<file path="src/rtl/div_pkg.sv">
// Shared definitions for the multi-cycle divider.
//   - state encodings for the divider FSM
//   - start/stop and ready/not-ready levels
//   - word and double-word widths, zero constants
//   - EX-side aluop codes that launch a divide, plus a decode helper
package div_pkg;

    localparam int DATA_W = 32;
    localparam int CNT_W  = 6;

    typedef enum logic [1:0] {
        DIV_FREE    = 2'b00,
        DIV_BY_ZERO = 2'b01,
        DIV_ON      = 2'b10,
        DIV_END     = 2'b11
    } div_state_t;

    localparam logic DIV_START            = 1'b1;
    localparam logic DIV_STOP             = 1'b0;
    localparam logic DIV_RESULT_READY     = 1'b1;
    localparam logic DIV_RESULT_NOT_READY = 1'b0;

    localparam logic [DATA_W-1:0]   ZERO_WORD        = '0;
    localparam logic [2*DATA_W-1:0] ZERO_DOUBLE_WORD = '0;

    localparam logic [7:0] EXE_DIV_OP  = 8'b0001_1010;
    localparam logic [7:0] EXE_DIVU_OP = 8'b0001_1011;

    // EX stage uses this to decide when to raise start_i.
    function automatic logic is_div_op(input logic [7:0] aluop);
        return (aluop == EXE_DIV_OP) || (aluop == EXE_DIVU_OP);
    endfunction

endpackage

</file>
<file path="src/rtl/div.sv">
// Multi-cycle radix-2 restoring integer divider (signed and unsigned).
// Ports:
//   clk           clock, rising edge
//   rst           asynchronous reset, active low
//   signed_div_i  1 = signed divide, 0 = unsigned
//   opdata1_i     dividend
//   opdata2_i     divisor
//   start_i       request, held high until the result is consumed
//   annul_i       abort an in-flight divide
//   result_o      {remainder, quotient}
//   ready_o       result_o valid
//
// state       | meaning
// DIV_FREE    | idle, waiting for start_i
// DIV_BY_ZERO | divisor was zero, result will be 0
// DIV_ON      | iterating, one quotient bit per cycle
// DIV_END     | result held until start_i drops
module div
    import div_pkg::*;
#(
    parameter int DATA_W = div_pkg::DATA_W,
    parameter int CNT_W  = div_pkg::CNT_W
) (
    input  logic                clk,
    input  logic                rst,
    input  logic                signed_div_i,
    input  logic [DATA_W-1:0]   opdata1_i,
    input  logic [DATA_W-1:0]   opdata2_i,
    input  logic                start_i,
    input  logic                annul_i,
    output logic [2*DATA_W-1:0] result_o,
    output logic                ready_o
);

    div_state_t        r_state;
    logic [CNT_W-1:0]  r_cnt;
    logic [DATA_W-1:0] r_rem;
    logic [DATA_W-1:0] r_quo;     // holds the dividend, shifted out as quotient bits shift in
    logic [DATA_W-1:0] r_dvsr;
    logic              r_sign1;
    logic              r_sign2;
    logic              r_signed;

    logic [DATA_W-1:0] w_abs1;
    logic [DATA_W-1:0] w_abs2;
    logic [DATA_W:0]   w_shift;
    logic [DATA_W:0]   w_diff;
    logic [DATA_W-1:0] w_quo_fix;
    logic [DATA_W-1:0] w_rem_fix;
    logic              w_abort;

    assign w_abs1 = (signed_div_i && opdata1_i[DATA_W-1]) ? (ZERO_WORD - opdata1_i) : opdata1_i;
    assign w_abs2 = (signed_div_i && opdata2_i[DATA_W-1]) ? (ZERO_WORD - opdata2_i) : opdata2_i;

    // One restoring step: bring the next dividend bit into the partial
    // remainder and trial-subtract. The extra top bit is the borrow.
    assign w_shift = {r_rem, r_quo[DATA_W-1]};
    assign w_diff  = w_shift - {1'b0, r_dvsr};

    assign w_quo_fix = (r_signed && (r_sign1 ^ r_sign2)) ? (ZERO_WORD - r_quo) : r_quo;
    assign w_rem_fix = (r_signed && r_sign1)             ? (ZERO_WORD - r_rem) : r_rem;

    // Dropping start mid-operation is treated exactly like a flush.
    assign w_abort = annul_i || (start_i == DIV_STOP);

    always_ff @(posedge clk or negedge rst) begin
        if (!rst) begin
            r_state  <= DIV_FREE;
            r_cnt    <= '0;
            r_rem    <= '0;
            r_quo    <= '0;
            r_dvsr   <= '0;
            r_sign1  <= 1'b0;
            r_sign2  <= 1'b0;
            r_signed <= 1'b0;
            result_o <= ZERO_DOUBLE_WORD;
            ready_o  <= DIV_RESULT_NOT_READY;
        end else begin
            case (r_state)
                DIV_FREE: begin
                    result_o <= ZERO_DOUBLE_WORD;
                    ready_o  <= DIV_RESULT_NOT_READY;
                    r_cnt    <= '0;
                    if (start_i == DIV_START && !annul_i) begin
                        if (opdata2_i == ZERO_WORD) begin
                            r_state <= DIV_BY_ZERO;
                        end else begin
                            r_state  <= DIV_ON;
                            r_rem    <= '0;
                            r_quo    <= w_abs1;
                            r_dvsr   <= w_abs2;
                            r_sign1  <= opdata1_i[DATA_W-1];
                            r_sign2  <= opdata2_i[DATA_W-1];
                            r_signed <= signed_div_i;
                        end
                    end
                end
                DIV_BY_ZERO: begin
                    result_o <= ZERO_DOUBLE_WORD;
                    ready_o  <= DIV_RESULT_NOT_READY;
                    r_state  <= w_abort ? DIV_FREE : DIV_END;
                end
                DIV_ON: begin
                    if (w_abort) begin
                        r_state  <= DIV_FREE;
                        r_cnt    <= '0;
                        result_o <= ZERO_DOUBLE_WORD;
                        ready_o  <= DIV_RESULT_NOT_READY;
                    end else if (r_cnt == CNT_W'(DATA_W)) begin
                        r_state  <= DIV_END;
                        r_cnt    <= '0;
                        result_o <= {w_rem_fix, w_quo_fix};
                        ready_o  <= DIV_RESULT_READY;
                    end else begin
                        r_rem <= w_diff[DATA_W] ? w_shift[DATA_W-1:0] : w_diff[DATA_W-1:0];
                        r_quo <= {r_quo[DATA_W-2:0], ~w_diff[DATA_W]};
                        r_cnt <= r_cnt + 1'b1;
                    end
                end
                DIV_END: begin
                    if (start_i == DIV_STOP) begin
                        r_state  <= DIV_FREE;
                        result_o <= ZERO_DOUBLE_WORD;
                        ready_o  <= DIV_RESULT_NOT_READY;
                    end else begin
                        ready_o  <= DIV_RESULT_READY;
                    end
                end
                default: r_state <= DIV_FREE;
            endcase
        end
    end

endmodule

</file>
<file path="config.mk">
export PLATFORM = sky130hd
export DESIGN_NAME = div
export DESIGN_NICKNAME = d
export VERILOG_FILES = /design/src/rtl/div_pkg.sv /design/src/rtl/div.sv
export SDC_FILE = /design/constraint.sdc
export NUM_CORES = 1
export LEC_CHECK = 0
export CAP_MARGIN = 20
export CORE_AREA = 2 2 142 144
export CTS_BUF_LIST = sky130_fd_sc_hd__clkbuf_4 sky130_fd_sc_hd__clkbuf_8
export CTS_CLUSTER_SIZE = 24
export DETAILED_ROUTE_END_ITERATION = 10
export DIE_AREA = 0 0 144 146
export MAX_ROUTING_LAYER = met4
export PLACE_DENSITY = 0.86
export SYNTH_ARGS = -nofsm -noshare
export SYNTH_HDL_FRONTEND = slang
export SYNTH_SLANG_ARGS = --single-unit
</file>
<file path="constraint.sdc">
create_clock -name clk -period 3.86 [get_ports clk]
set_clock_uncertainty 0.05 [all_clocks]
set_input_delay 1.158 -clock clk [delete_from_list [all_inputs] [get_ports clk]]
set_output_delay 1.158 -clock clk [all_outputs]
set_load 0.02 [all_outputs]
</file>
==> flow_summary.json <==
{
  "wl_um": 28600,
  "p_clk_share_pct": 12.7,
  "timing.final.crit_share_pct": 95.0,
  "core_area_um2": 19300,
  "worst_skew_pair.late_latency_ps": 480,
  "cts_resized": 0,
  "cts.sinks": 172,
  "period_minus_slack_ps": 3670,
  "synth_xor_area_share_pct": 11.3,
  "worstMarginPinSlew_ps": 786,
  "met1_usage_pct": 39.1,
  "io_buffers": 133,
  "synth-simple-area-share_pct": 18.1,
  "power.density_nw_per_um2": 767,
  "end_kind": "flop",
  "drv_slew": 0,
  "gr-total-overflow": 0,
  "synth_cell_types": 66,
  "startpoint_type": "input port",
  "power.share.combinational_pct": 57.8,
  "crit_arrival_ps": 3970,
  "met3_usage_pct": 4.05,
  "die_w_um": 144,
  "muxShareOfSynthArea_pct": 2.01,
  "startpoint": "opdata1_i[8]",
  "synth_top_cells_by_count": "nand2_1 (210), dfrtp_1 (172), o21ai_0 (168)",
  "initial_core_util_pct": 58.7,
  "path_class": "input port to flop",
  "grt_pass1_wl_um": 47500,
  "rsz0062_at_grt": "no",
  "synthCells": 1370,
  "setup_ws_ps": 193,
  "finalSetupViolations": 0,
  "switching_share_pct": 46.3,
  "hold_path.startpoint": "result_o[26]",
  "synth_area_leaders": "dfrtp_1 (38%), o21ai_0 (7.4%), nand2_1 (6.9%)",
  "grt_use_met2_pct": 45.2,
  "crit_fanout": 4,
  "cp.required_ps": 4160,
  "die_area_um2": 21000,
  "status": "completed",
  "yosys_warnings": 0,
  "power.leakage_uw": 0.00598,
  "ir_drop_uv": 343,
  "timing.slew.headroom_pct": 47.1,
  "num_io_pins": 134,
  "yosysMostFrequentCell": "nand2_1",
  "drc_errors": 0,
  "area_growth_pct": 21.4,
  "drtPass1Iterations": 5,
  "grt_start_max_net_pins": 78,
  "p_sw_uw": 4880,
  "final_net_count": 1632,
  "hold_path.class": "flop to flop",
  "diodes": 0,
  "synth_compound_area_share_pct": 21.5,
  "synth_enable_flop_cells": 0,
  "async_flop_share_pct": 100,
  "seq_area_frac_synth_pct": 37.9,
  "drt_iter0_drc": 899,
  "htree_levels": 4,
  "synthAdderAreaFrac_pct": 4.70,
  "dieHeight_um": 146,
  "holdBufCountCts": 0,
  "wl_per_cell_um": 15.9,
  "antenna_found_initial": 0,
  "synth_area_per_cell_um2": 8.28,
  "post-place-ws_ps": -255,
  "synth_flop_cell": "dfrtp_1",
  "drtAntennaViolNets": 0,
  "synth.cell_area_um2": 11300,
  "finalHoldViolCount": 0,
  "drive_above_1_share_pct": 8.47,
  "fill_cells": 1456,
  "num_rows": 51,
  "seqPwrFrac_pct": 29.4,
  "synth_top_area_cell": "dfrtp_1",
  "vias": 10500,
  "r2r-start": "r_quo[31]",
  "design_area_um2": 13800,
  "clock.fmax_mhz": 273,
  "track_usage_pct": 28.8,
  "cts_buffer_depth": 2,
  "dp_hpwl_um": 21800,
  "syn_nets": 1481,
  "netlist.area_leader.share_pct": 37.9,
  "cts_tree": "yes",
  "placed_area_um2": 13300,
  "cap_viol_max_count": 0,
  "gp_congestion": 0.909,
  "path_clk_slew_ps": 80,
  "cts_buffers": 17,
  "synth_top_family_by_area": "compound AO/OA/AOI/OAI gates",
  "root_buffer": "clkbuf_8",
  "top_usage_layer": "met2",
  "first_global_vias": 9815,
  "viasPerCell": 5.83,
  "internal-power_uw": 5670,
  "synth_seq_cells": 172
}
[logic make-up (layout without fill, tap and decap cells)]
family	count (synthesis)	count (layout)
AOI/OAI and AO/OA	411	411
and+or+nand+nor	447	447
xor gates and xnor gates	146	146
DFF	172	172
adders and majority gates	42	42
buffers and inverters	130	294
muxes	22	22
[final timing paths]
| kind | to | slack (ps) | cells after the start |
|---|---|---|---|
| worst max-delay path | r_quo[29] | 190 | 11 |
| worst max register to register | r_rem[4] | 220 | 13 |
| worst min-delay path | result_o[26] | 440 | 2 |
| worst min register to register | result_o[26] | 440 | 2 |
| max in group asynchronous | r_sign1 | 2300 | 2 |
| min in group asynchronous | result_o[38] | 640 | 1 |
[cell type report]
cell class | instances | area (um2) | share of cell area (%)
Multi-Input combinational cell | 1068 | 6560 | 47.6
Clock inverter | 13 | 165 | 1.20
Sequential cell | 172 | 4300 | 31.3
Inverter | 59 | 221 | 1.61
Timing Repair Buffer | 203 | 1930 | 14.0
Clock buffer | 19 | 255 | 1.85
Tap cell | 265 | 332 | 2.41
[stage by stage]
stage          setup TNS, ps  total power [uW]  utilization (%)  std cells  hold slack, ps
2_1_floorplan              0              7440                -       1370             435
3_3_place_gp           -9660              8900             68.9       1763             411
3_5_place_dp          -13240              9120             68.9       1763             419
4_1_cts                    0             10500             71.0       1795             439
5_1_grt                    0             11400             71.2       1799             463
6_report                   0             10600             71.2       1799             435
[placed cells by master, fill, tap and decap left out, types with 5 or more instances in the layout]
master           instances
o211ai_1                 7
nand2b_1                14
inv_1                   59
o21ai_0                168
ha_1                    40
xor2_1                  73
o21ai_1                  5
o31ai_1                 36
nor3_1                  23
nand4_1                 10
clkdlybuf4s50_1        132
a31oi_1                  6
and2_1                  10
nand3_1                 23
o311ai_0                12
o41ai_1                 10
nor2_1                  94
xnor2_1                 72
a21o_1                  15
mux2i_1                 16
nand2_1                209
a21oi_1                110
and3_1                   6
mux2_2                   6
nor4_1                  17
dfrtp_1                172
or4_1                   11
buf_4                   64
or3_1                   11
buf_12                   6
clkbuf_8                18
[sequential cells by signal, indices dropped and copies added, names as in the netlist]
register  flops
r_cnt         6
r_dvsr       32
r_quo        32
r_rem        32
r_sign1       1
r_sign2       1
r_signed      1
r_state       2
ready_o       1
result_o     64
[critical path: stages]
cell	delay, ps
clkdlybuf4s50_1	430
or4_4	540
or4b_4	500
buf_4	170
nor3_4	200
nand3_1	130
o41ai_1	410
xor2_1	180
nor2_1	50
a21oi_1	120
o21ai_0	80
[metal layers]
metal | wire length, um | share of wire, %
met1 | 12800 | 45
met5 | 0 | 0
met4 | 545 | 1.9
met2 | 13500 | 47
met3 | 1780 | 6.2
[timing repair]
action                     CTS  global route
setup endpoints to repair    0            10
buffers inserted             0             4
hold endpoints to repair     0             0
[power groups by stage]
stage / Combinational [uW] / Clock (uW) / Sequential [uW]
6_report: 6110 / 1350 / 3110
2_1_floorplan: 4480 / 0 / 2960
5_1_grt: 6760 / 1440 / 3190
3_5_place_dp: 6000 / 0 / 3120
3_3_place_gp: 5820 / 0 / 3070
4_1_cts: 6030 / 1360 / 3080
Note: power is estimated with default switching activity, not from simulation.
